File: config.mk
export PLATFORM = sky130hd
export DESIGN_NAME = uart_rx_flat
export DESIGN_NICKNAME = d
export VERILOG_FILES = /design/src/rtl/uart_pkg.sv /design/src/rtl/uart_rx_if.sv /design/src/rtl/sync_2ff.sv /design/src/rtl/uart_rx.sv /design/src/flat_wrapper.sv
export SDC_FILE = /design/constraint.sdc
export NUM_CORES = 1
export LEC_CHECK = 0
export CELL_PAD_IN_SITES_DETAIL_PLACEMENT = 1
export CELL_PAD_IN_SITES_GLOBAL_PLACEMENT = 2
export CORE_MARGIN = 5
export CORE_UTILIZATION = 31
export DETAILED_ROUTE_END_ITERATION = 7
export GPL_ROUTABILITY_DRIVEN = 0
export PLACE_DENSITY_LB_ADDON = 0.25
export SYNTH_ARGS = -nofsm -noshare
export SYNTH_HDL_FRONTEND = slang
export SYNTH_SLANG_ARGS = --single-unit
File: constraint.sdc
create_clock -name clk_in -period 1.5 [get_ports clk_in]
set_input_delay 0.225 -clock clk_in [delete_from_list [all_inputs] [get_ports clk_in]]
set_output_delay 0.225 -clock clk_in [all_outputs]
set_load 0.03 [all_outputs]
File: src/rtl/uart_pkg.sv
// Shared UART definitions: receiver state encoding and frame width.
// Imported by uart_rx and reusable by the paired transmitter.
package uart_pkg;

    localparam int UART_DATA_BITS = 8;

    typedef enum logic [2:0] {
        IDLE,
        START,
        DATA,
        STOP,
        WAIT_IDLE
    } rx_state_t;

endpackage

File: src/rtl/uart_rx_if.sv
// Received-byte bundle from uart_rx to its consumer.
// master: receiver drives data/valid/framing_err/busy; slave: consumer reads them.
interface uart_rx_if;
    import uart_pkg::*;

    logic [UART_DATA_BITS-1:0] data_o;
    logic                      valid_o;
    logic                      framing_err_o;
    logic                      busy_o;

    modport master (
        output data_o,
        output valid_o,
        output framing_err_o,
        output busy_o
    );

    modport slave (
        input data_o,
        input valid_o,
        input framing_err_o,
        input busy_o
    );

endinterface

File: src/rtl/sync_2ff.sv
// Two-flop synchroniser for asynchronous inputs, with selectable reset level.
// Ports: clk_in, rst_n_in (sync, active low), d_in (async), q_o (synchronised).
module sync_2ff #(
    parameter int   WIDTH   = 1,
    parameter logic RST_VAL = 1'b1
) (
    input  logic             clk_in,
    input  logic             rst_n_in,
    input  logic [WIDTH-1:0] d_in,
    output logic [WIDTH-1:0] q_o
);

    logic [WIDTH-1:0] meta;

    always_ff @(posedge clk_in) begin
        if (!rst_n_in) begin
            meta <= {WIDTH{RST_VAL}};
            q_o  <= {WIDTH{RST_VAL}};
        end else begin
            meta <= d_in;
            q_o  <= meta;
        end
    end

endmodule

File: src/rtl/uart_rx.sv
// 8N1 UART receiver: mid-bit sampling of a synchronised serial line.
// Ports: clk_in, rst_n_in (sync, active low), rx_in (async line), bus (uart_rx_if.master).
module uart_rx
    import uart_pkg::*;
#(
    parameter int CLOCKS_PER_BAUD = 33
) (
    input  logic          clk_in,
    input  logic          rst_n_in,
    input  logic          rx_in,
    uart_rx_if.master     bus
);

    localparam int HALF_BAUD = CLOCKS_PER_BAUD / 2;
    localparam int CW        = $clog2(CLOCKS_PER_BAUD);

    localparam logic [CW-1:0] HALF_M1 = CW'(HALF_BAUD - 1);
    localparam logic [CW-1:0] BAUD_M1 = CW'(CLOCKS_PER_BAUD - 1);
    localparam logic [2:0]    LAST_BIT = 3'(UART_DATA_BITS - 1);

    localparam logic [2:0] S_IDLE  = 3'(IDLE);
    localparam logic [2:0] S_START = 3'(START);
    localparam logic [2:0] S_DATA  = 3'(DATA);
    localparam logic [2:0] S_STOP  = 3'(STOP);
    localparam logic [2:0] S_WAIT  = 3'(WAIT_IDLE);

    logic                      rx_s;
    logic [2:0]                state;
    logic [CW-1:0]             cnt;
    logic [2:0]                bit_idx;
    logic [UART_DATA_BITS-1:0] shreg;

    sync_2ff #(
        .WIDTH   (1),
        .RST_VAL (1'b1)
    ) u_sync (
        .clk_in   (clk_in),
        .rst_n_in (rst_n_in),
        .d_in     (rx_in),
        .q_o      (rx_s)
    );

    assign bus.busy_o = (state != S_IDLE);

    always_ff @(posedge clk_in) begin
        if (!rst_n_in) begin
            state             <= S_IDLE;
            cnt               <= '0;
            bit_idx           <= '0;
            shreg             <= '0;
            bus.data_o        <= '0;
            bus.valid_o       <= 1'b0;
            bus.framing_err_o <= 1'b0;
        end else begin
            bus.valid_o       <= 1'b0;
            bus.framing_err_o <= 1'b0;
            cnt               <= cnt + CW'(1);
            unique case (state)
                S_IDLE: begin
                    cnt <= '0;
                    if (!rx_s) begin
                        state <= S_START;
                    end
                end
                S_START: begin
                    if (cnt == HALF_M1) begin
                        cnt <= '0;
                        // line back high at mid-start: treat as a glitch
                        if (rx_s) begin
                            state <= S_IDLE;
                        end else begin
                            state   <= S_DATA;
                            bit_idx <= '0;
                        end
                    end
                end
                S_DATA: begin
                    if (cnt == BAUD_M1) begin
                        cnt     <= '0;
                        shreg   <= {rx_s, shreg[UART_DATA_BITS-1:1]};
                        bit_idx <= bit_idx + 3'd1;
                        if (bit_idx == LAST_BIT) begin
                            state <= S_STOP;
                        end
                    end
                end
                S_STOP: begin
                    if (cnt == BAUD_M1) begin
                        cnt <= '0;
                        if (rx_s) begin
                            bus.data_o  <= shreg;
                            bus.valid_o <= 1'b1;
                            state       <= S_IDLE;
                        end else begin
                            bus.framing_err_o <= 1'b1;
                            state             <= S_WAIT;
                        end
                    end
                end
                S_WAIT: begin
                    // hold off until the line idles so a break cannot retrigger
                    cnt <= '0;
                    if (rx_s) begin
                        state <= S_IDLE;
                    end
                end
                default: begin
                    state <= S_IDLE;
                end
            endcase
        end
    end

endmodule

File: src/flat_wrapper.sv
// flat-port wrapper written by rule: the top's interface ports become plain ports
module uart_rx_flat import uart_pkg::*;
#(
    parameter int CLOCKS_PER_BAUD = 33
)
  (clk_in, rst_n_in, rx_in, bus_data_o, bus_valid_o, bus_framing_err_o, bus_busy_o);
  uart_rx_if bus_i ();
  input  logic clk_in;
  input  logic rst_n_in;
  input  logic rx_in;
  output wire logic [$bits(bus_i.data_o)-1:0] bus_data_o;
  output wire logic [$bits(bus_i.valid_o)-1:0] bus_valid_o;
  output wire logic [$bits(bus_i.framing_err_o)-1:0] bus_framing_err_o;
  output wire logic [$bits(bus_i.busy_o)-1:0] bus_busy_o;
  assign bus_data_o = bus_i.data_o;
  assign bus_valid_o = bus_i.valid_o;
  assign bus_framing_err_o = bus_i.framing_err_o;
  assign bus_busy_o = bus_i.busy_o;
  uart_rx #(.CLOCKS_PER_BAUD(CLOCKS_PER_BAUD)) u_core (.clk_in(clk_in), .rst_n_in(rst_n_in), .rx_in(rx_in), .bus(bus_i));
endmodule
==> flow_summary.yaml, run 1 <==
clocking:
  cts_sinks: 32
  cts_max_level: 2
  clkTransAtPathRegs_ns: 0.06
  holdBufCountCts: 0
  root_buffer: "clkbuf_8"
  cts_buffer_depth: 2
  insertion_delay_ns: 0.28
  cts_tree: "built"
  cts_buffers: 5
route:
  drc: 0
  ant_nets: 0
  wirelength_um: 3571
  drtPass1Iterations: 3
  wl_per_cell_um: 14.70
  via_count: 1203
  first_iter_violations: 46
  vias_per_cell: 4.951
setup_path:
  path_buf_inv: 2
  crit_slowest_cell: "or4_4"
  worstPathRequired_ns: 1.66
  critPathMaxFanout: 5
  path_delay_family: "simple AND/OR/NAND/NOR gates"
  startpoint: "u_core.cnt[0]"
  worstSetupPathType: "flop to flop"
  crit_end: "u_core.cnt[0]"
  reg2reg_slack_ns: -0.11
  cp_slowest_stage_delay_ns: 0.54
  critPathCaptureType: "flop"
  crit_chain: "buf_4, buf_6, ha_4, nand3_4, or4_4, o211ai_4, nor2_1"
  path_depth: 7
  r2r_start: "u_core.cnt[0]"
  cp-start-kind: "flop"
  r2r_cells: 7
  crit_arrival_ns: 1.77
  r2r_end: "u_core.cnt[0]"
place:
  dp_slack_ns: -0.1561
  dp.cells: 225
  dpl.hpwl_um: 2400
  portBuffers: 13
grt:
  grt_usage_pct: 12.00
  grt_pass1_wl_um: 5913
  gr-total-overflow: 0
  grt_max_degree: 20
  met3_usage_pct: 3.279
  met2_usage_pct: 20.79
  first_global_vias: 1261
  antenna_found_initial: 0
  grt_util_met1_pct: 14.51
  top_usage_layer: "met2"
synth:
  synth-simple-area-share_pct: 26.72
  synth.cell_area_um2: 1400
  yosys.area_share.adder_pct: 3.575
  ys_types: 33
  ys_ff_latch: 32
  synth_top_family_by_area: "simple AND/OR/NAND/NOR gates"
  synthCells: 152
  synth_nets: 159
  avgSynthCellArea_um2: 9.211
  ys_warn_count: 0
  synth.area.mux_share_pct: 5.719
  yosysSeqAreaShare_pct: 45.76
  synth_compound_area_share_pct: 10.10
  synth_xor_area_share_pct: 2.502
final_layout:
  fillers: 503
  num_antenna_cells: 0
  fin_nets: 197
  area_growth_pct: 40.93
  final_common_cell: "dfxtp_1"
  fin_cells: 243
  drive_gt1_share_pct: 31.41
  final_cell_mix: "29 x dfxtp_1, 21 x buf_4, 20 x nor2_1"
timing:
  tightest_slew_ns: 0.3630
  hold_viol: 0
  min_period_ns: 1.612
  finClkSkew_ns: 0.006425
  min_period_over_period_pct: 107.5
  rsz0062_at_grt: "yes"
  setup_viol: 13
  layout_setup_ws_ns: -0.1118
  slew_viol_final: 0
  max_freq_mhz: 620.4
  timing.slew.headroom_pct: 75.77
power_and_ir_drop:
  pwr-share-seq_pct: 53.3
  intPower_mw: 1.263
  p_switching_mw: 0.3456
  combPwrFrac_pct: 4.7
  peakVddDrop_v: 0.0005217
  power_frac_clock_pct: 41.9
  power_density_nw_per_um2: 815.1
  switching_share_pct: 21.49
  p_leak_nw: 0.7865
outcome:
  violations: "negative setup slack"
  status: "finished, violations left"
die:
  start_util_pct: 32.16
  num_rows: 24
  die_h_um: 77.21
  core_um2: 4354
  die_area_um2: 5961
  io_pins: 14
  die_width_um: 77.21
min_path:
  whs_path_depth: 1
  hold_class: "flop to flop"
flow_run:
  max_cap_violations: 0
## repair_timing
action | CTS | global route
resized for setup | 27 | 30
setup endpoints to repair | 31 | 28
buffers inserted | 3 | 5
pin swaps | 5 | 5
gates cloned | 0 | 2
## routing by layer
layer  vias to the layer above  wire (um)
met3                         4         79
met1                       589       1613
li1                        600          -
met2                        10       1842
met5                         -          0
met4                         0         36
## worst register-to-register path, stage by stage, from the launching register on
cell and delay (ns):
dfxtp_2 0.34, buf_4 0.10, buf_6 0.09, ha_4 0.14
nand3_4 0.09, or4_4 0.54, o211ai_4 0.13, nor2_1 0.07
## Yosys cell counts
library cell	instances	share of area, %
a21oi_1	1	0.36
a22o_1	1	0.63
a22oi_1	2	1.1
a31oi_1	1	0.45
a41oi_1	1	0.63
and3b_2	1	0.71
and4b_1	1	0.71
buf_2	3	1.1
buf_6	2	1.6
clkbuf_1	5	1.3
dfxtp_1	32	46
ha_1	4	3.6
inv_1	6	1.6
mux2i_1	8	5.7
nand2_1	12	3.2
nand2b_1	3	1.3
nand3_1	16	5.7
nand3_4	1	1.3
nand3b_1	1	0.54
nor2_1	20	5.4
nor3_1	2	0.71
nor4_1	3	1.3
nor4b_4	2	3.4
o211ai_1	2	1.1
o211ai_2	1	0.89
o21ai_0	10	3.6
o311ai_0	1	0.63
o41a_1	1	0.80
or2_2	2	0.89
or3_1	1	0.45
or4_1	2	1.1
xnor2_1	2	1.3
xor2_1	2	1.3
## through the flow
stage          utilization [%]  hold WS (ns)  area [um2]  TNS, ns  power (mW)
3_5_place_dp             38.74        0.4033        1687   -1.815      0.9416
6_report                 45.32        0.4147        1973  -0.8564       1.608
2_1_floorplan                -        0.3265        1400        0      0.9133
3_3_place_gp             38.74        0.3915        1687  -0.6469      0.9397
5_1_grt                  45.32        0.4295        1973   -2.518       1.685
4_1_cts                  42.59        0.4182        1854  -0.6547       1.629
## registers in the layout, summed over array words and instances, names as in the netlist
name,flops
u_core.cnt,6
u_core.shreg,8
u_core.bus.valid_o,1
u_core.bus.framing_err_o,1
u_core.bit_idx,3
u_core.bus.data_o,8
u_core.state,3
u_core.u_sync.q_o,1
u_core.u_sync.meta,1
## worst min-delay path by stage
| stage | from | to | slack, ns |
|---|---|---|---|
| 5_1_grt | u_core.u_sync.meta | u_core.u_sync.q_o | 0.43 |
| 4_1_cts | u_core.u_sync.meta | u_core.u_sync.q_o | 0.42 |
| 3_5_place_dp | u_core.u_sync.meta | u_core.u_sync.q_o | 0.40 |
| 6_report | u_core.u_sync.meta | u_core.u_sync.q_o | 0.41 |
| 3_3_place_gp | u_core.u_sync.meta | u_core.u_sync.q_o | 0.39 |
| 2_1_floorplan | rx_in | u_core.u_sync.meta | 0.33 |
## power by group through the flow
stage	clock [mW]	sequential, mW	combinational (mW)
floorplan	0	0.878	0.0356
global placement	0	0.876	0.0634
detailed placement	0	0.876	0.0652
CTS	0.702	0.857	0.0696
global route	0.744	0.857	0.0841
finish	0.674	0.858	0.0763
## cell families after synthesis
group | after synthesis
AOI/OAI and AO/OA | 21
muxes | 8
and+or+nand+nor | 67
xor gates and xnor gates | 4
DFF | 32
buffers and inverters | 16
adders and majority gates | 4
## layout make-up
cell class | instances | area [um2] | share of cell area [%]
multi-input cells | 104 | 785.8 | 39.82
inverters | 6 | 22.52 | 1.141
well taps | 52 | 65.06 | 3.297
flip-flops and latches | 32 | 644.4 | 32.66
clock buffers | 8 | 90.09 | 4.566
repair buffers | 41 | 365.4 | 18.52
(Power assumes the default switching activity.)
==> run 2, diff against run 1 <==
PLACE_DENSITY = 0.74   (was default)
PLACE_DENSITY_LB_ADDON = default   (was 0.25)
==> run 2 against run 1 <==
Net effect: the run still ends with negative setup slack left; clock-buffer cell count fell by 2; fmax rose by 1.7%; setup slack improved by 0.027 ns; sequential power barely moved; hold slack got worse by 0.0067 ns; via count rose by 2.2%; flip-flop and latch count did not move; final cell count fell by 1.2%; critical path depth did not move; power rose by 7.8%; largest power group unchanged.
==> flow_summary.yaml, run 2 (synthesis results as in run 1) <==
power_and_ir_drop:
  p_leak_nw: 0.7784
  power_density_nw_per_um2: 896.2
  peakVddDrop_v: 0.0004005
  power.total_mw: 1.734
setup_path:
  r2r_start: "u_core.cnt[1]"
  r2r_end: "u_core.shreg[6]"
  crit_slowest_cell: "dfxtp_2"
  cp-start-kind: "flop"
  path_buf_inv: 2
  path_delay_family: "simple AND/OR/NAND/NOR gates"
  crit_arrival_ns: 1.75
  startpoint: "u_core.cnt[1]"
  critPathCaptureType: "flop"
  r2r_cells: 7
  crit_path_frequent_cell: "nor4b_4"
  worstPathRequired_ns: 1.66
  worstSetupPathType: "flop to flop"
  path_depth: 7
  cp_slowest_stage_delay_ns: 0.33
  crit_end: "u_core.shreg[6]"
  crit_chain: "inv_2, ha_4, nor4b_4, nor4b_4, buf_6, mux2i_1, nor2_1"
  critPathMaxFanout: 7
  reg2reg_slack_ns: -0.08
grt:
  grt_usage_pct: 12.87
  grt_max_degree: 25
  first_global_vias: 1361
  antenna_found_initial: 0
  grt_pass1_wl_um: 6230
  gr-total-overflow: 0
final_layout:
  num_antenna_cells: 0
  final_cell_mix: "29 x dfxtp_1, 20 x nor2_1, 20 x buf_4"
  fillers: 494
  final_area_um2: 1934
  final_common_cell: "dfxtp_1"
  ff_latch_area_um2: 644.4
  drive_gt1_share_pct: 30.85
  area_growth_pct: 38.16
  fin_cells: 240
  fin_nets: 194
  reg_top3: "u_core.bus.data_o: 8 flops, u_core.shreg: 8 flops, u_core.cnt: 6 flops"
  post-route-util_pct: 44.43
  multi_input_area_um2: 768.2
die:
  num_rows: 24
  core_um2: 4354
  io_pins: 14
  die_h_um: 77.21
  start_util_pct: 32.16
  die_area_um2: 5961
  die_width_um: 77.21
timing:
  min_period_ns: 1.585
  min_period_over_period_pct: 105.7
  hold_viol: 0
  timing.slew.headroom_pct: 75.58
  slew_viol_final: 0
  fin_setup_tns_ns: -0.7714
  tightest_slew_ns: 0.3659
  finClkSkew_ns: 0.007774
  max_freq_mhz: 630.9
  rsz0062_at_grt: "yes"
  setup_viol: 13
  layout_setup_ws_ns: -0.08499
outcome:
  violations: "negative setup slack"
  status: "finished, violations left"
clocking:
  cts_max_level: 2
  cts_sinks: 32
  cts_buffer_depth: 2
  cts_tree: "built"
  insertion_delay_ns: 0.28
  clkTransAtPathRegs_ns: 0.07
  cts_buffers: 5
  root_buffer: "clkbuf_8"
  holdBufCountCts: 0
place:
  portBuffers: 13
  place_area_um2: 1704
  dp.cells: 229
  dpl.hpwl_um: 2475
route:
  drtPass1Iterations: 4
  ant_nets: 0
  wirelength_um: 3663
  first_iter_violations: 83
  via_count: 1229
  wl_per_cell_um: 15.26
  vias_per_cell: 5.121
  drc: 0
flow_run:
  max_cap_violations: 0
min_path:
  hold_class: "flop to flop"
## run 2: area by class of cell
type | count | share of cell area, %
multi-input combinational | 104 | 39.72
sequential | 32 | 33.31
timing repair buffer | 38 | 16.88
clock buffer | 6 | 3.752
tap | 52 | 3.364
clock inverter | 2 | 1.811
inverter | 6 | 1.164
## run 2: stage by stage
stage / worst slack, ns / hold slack [ns]
6_report: -0.08499 / 0.4080
5_1_grt: -0.2355 / 0.4538
4_1_cts: -0.09811 / 0.4146
3_5_place_dp: -0.1511 / 0.4003
3_3_place_gp: -0.06937 / 0.3926
2_1_floorplan: 0.01611 / 0.3265
## run 2: metal layers
layer | GRT usage (%) | wire (um)
met3 | 3.162 | 122
met4 | 7.560 | 89
met1 | 13.94 | 1586
met5 | 0 | 0
met2 | 22.39 | 1865
## run 2: power breakdown
| part | switching (mW) | internal (mW) | total (mW) |
|---|---|---|---|
| Clock | 0.315 | 0.492 | 0.808 |
| Sequential | 0.00506 | 0.854 | 0.860 |
| Combinational | 0.0386 | 0.0279 | 0.0665 |
## run 2: worst min-delay path by stage
stage | from | endpoint | slack [ns] | depth (start not counted)
floorplan | rx_in | u_core.u_sync.meta | 0.33 | 1
global placement | u_core.u_sync.meta | u_core.u_sync.q_o | 0.39 | 1
detailed placement | u_core.u_sync.meta | u_core.u_sync.q_o | 0.40 | 1
CTS | u_core.u_sync.meta | u_core.u_sync.q_o | 0.41 | 1
global route | u_core.u_sync.meta | u_core.u_sync.q_o | 0.45 | 1
finish | u_core.u_sync.meta | u_core.u_sync.q_o | 0.41 | 1
## run 2: repair_timing
action / 4_1_cts / 5_1_grt
cloned: 0 / 2
endpoints found under the setup margin: 32 / 28
pin swaps: 4 / 9
gates resized for setup: 20 / 33
setup buffers: 0 / 1
==> run 3, diff against run 2 <==
CORE_ASPECT_RATIO = 1.75   (was default)
CORE_UTILIZATION = 34   (was 31)
PLACE_DENSITY = 0.77   (was 0.74)
clock period = 1.7 ns   (was 1.5 ns; I/O delays follow)
==> run 3 against run 2 <==
Net effect: critical endpoint is now u_core.cnt[3]; final cell count decreased by 7.1%; combinational power is 24% lower; the run now ends clean; flip-flop and latch count did not move; non-clock buffer count shrank 14; via count shrank 6.3%; largest cell class unchanged; design area fell by 7.8%; power fell by 7.1%; core utilization shrank 0.62 points.
==> flow_summary.yaml, run 3 (synthesis results as in run 1) <==
grt:
  antenna_found_initial: 0
  grt_usage_pct: 13.86
  grt_pass1_wl_um: 5809
  grt_max_degree: 21
  gr-total-overflow: 0
  first_global_vias: 1228
timing:
  timing.slew.headroom_pct: 61.47
  max_freq_mhz: 622.1
  rsz0062_at_grt: "yes"
  min_period_ns: 1.608
  tightest_slew_ns: 0.5706
  fin_setup_tns_ns: 0
  slew_viol_final: 0
  hold_viol: 0
  layout_setup_ws_ns: 0.09246
  setup_viol: 0
  min_period_over_period_pct: 94.56
  finClkSkew_ns: 0.008234
setup_path:
  cp_slowest_stage_delay_ns: 0.53
  r2r_end: "u_core.cnt[3]"
  crit_chain: "ha_1, nand3_2, or4_1, o211ai_2, nor2_1"
  critPathCaptureType: "flop"
  critPathMaxFanout: 5
  worstSetupPathType: "flop to flop"
  r2r_cells: 5
  crit_arrival_ns: 1.77
  reg2reg_slack_ns: 0.09
  r2r_start: "u_core.cnt[0]"
  crit_slowest_cell: "or4_1"
  cp-start-kind: "flop"
  worstPathRequired_ns: 1.86
min_path:
  whs_path_depth: 1
  hold_class: "flop to flop"
  hold-path-endpoint: "u_core.u_sync.q_o"
  worstHoldStart: "u_core.u_sync.meta"
route:
  ant_nets: 0
  first_iter_violations: 23
  wirelength_um: 3370
  drtPass1Iterations: 4
  wl_per_cell_um: 15.11
  vias_per_cell: 5.166
  drc: 0
  via_count: 1152
power_and_ir_drop:
  pwr-share-seq_pct: 47.1
  peakVddDrop_v: 0.0005037
  p_leak_nw: 0.6382
  power_frac_clock_pct: 49.8
  combPwrFrac_pct: 3.1
  p_switching_mw: 0.3190
  switching_share_pct: 19.80
  intPower_mw: 1.292
  power_density_nw_per_um2: 902.8
clocking:
  insertion_delay_ns: 0.28
  cts_buffer_depth: 2
  cts_buffers: 5
  root_buffer: "clkbuf_8"
  cts_sinks: 32
  cts_max_level: 2
  cts_tree: "built"
  clkTransAtPathRegs_ns: 0.07
place:
  dpl.hpwl_um: 2554
  portBuffers: 13
  dp_slack_ns: -0.1281
die:
  die_area_um2: 5552
  die_width_um: 58.51
  start_util_pct: 34.38
  io_pins: 14
  die_h_um: 94.89
  core_um2: 4073
  num_rows: 31
final_layout:
  drive_gt1_share_pct: 19.54
  fin_nets: 180
  post-route-util_pct: 43.81
  num_antenna_cells: 0
  final_cell_mix: "30 x dfxtp_1, 20 x nor2_1, 15 x nand3_1"
  fillers: 490
  reg_top3: "u_core.bus.data_o: 8 flops, u_core.shreg: 8 flops, u_core.cnt: 6 flops"
  ff_latch_area_um2: 643.1
  multi_input_area_um2: 706.9
  final_common_cell: "dfxtp_1"
  area_growth_pct: 27.44
outcome:
  status: "completed"
flow_run:
  max_cap_violations: 0
-- run 3: power groups by stage --
stage	clock, mW	sequential, mW	combinational [mW]
after global placement	0	0.774	0.0491
final	0.802	0.759	0.0506
after CTS	0.827	0.758	0.0500
after global routing	0.865	0.759	0.0561
after floorplan	0	0.774	0.0314
after detailed placement	0	0.775	0.0510
-- run 3: worst max path at each step --
stage / to / slack, ns / cells after the start / startpoint
floorplan: u_core.shreg[0] / 0.22 / 7 / u_core.cnt[0]
detailed placement: u_core.bit_idx[2] / -0.13 / 5 / u_core.cnt[0]
finish: u_core.cnt[3] / 0.09 / 5 / u_core.cnt[0]
CTS: u_core.bit_idx[2] / 0.00003 / 5 / u_core.cnt[0]
global route: u_core.shreg[0] / -0.03 / 7 / u_core.cnt[0]
global placement: u_core.bit_idx[2] / -0.01 / 5 / u_core.cnt[0]
-- run 3: layer usage --
metal,GRT usage [%],up-vias,wire length [um]
met5,0,-,0
met4,6.383,0,43
met3,3.283,4,74
met2,26.77,12,1990
met1,13.11,570,1262
li1,-,566,-
-- run 3: final cells by class --
cell class                 count  area share [%]
timing repair buffer          24           12.55
clock buffer                   7           5.400
sequential                    32           36.04
inverter                       6           1.262
tap                           49           3.436
multi-input combinational    104           39.62
clock inverter                 1           1.683
-- run 3: critical path, delay by kind of cell, from the launching register on --
family / cells / cell delay (ns)
simple gates: 3 / 0.78
flops: 1 / 0.36
compound gates: 1 / 0.13
fa+ha+maj: 1 / 0.21
-- run 3: timing repair --
item | in CTS | in global routing
gates resized for setup | 2 | 8
buffers inserted | 0 | 2
setup endpoints to repair | 3 | 17
hold buffers | 0 | 0
-- run 3: stage by stage --
step	total power, mW	cells	instance area [um2]	hold WS, ns
2_1_floorplan	0.8058	152	1400	0.3565
3_3_place_gp	0.8235	213	1615	0.3926
3_5_place_dp	0.8260	213	1615	0.4074
4_1_cts	1.635	221	1747	0.4288
5_1_grt	1.679	223	1784	0.4298
6_report	1.611	223	1784	0.4181
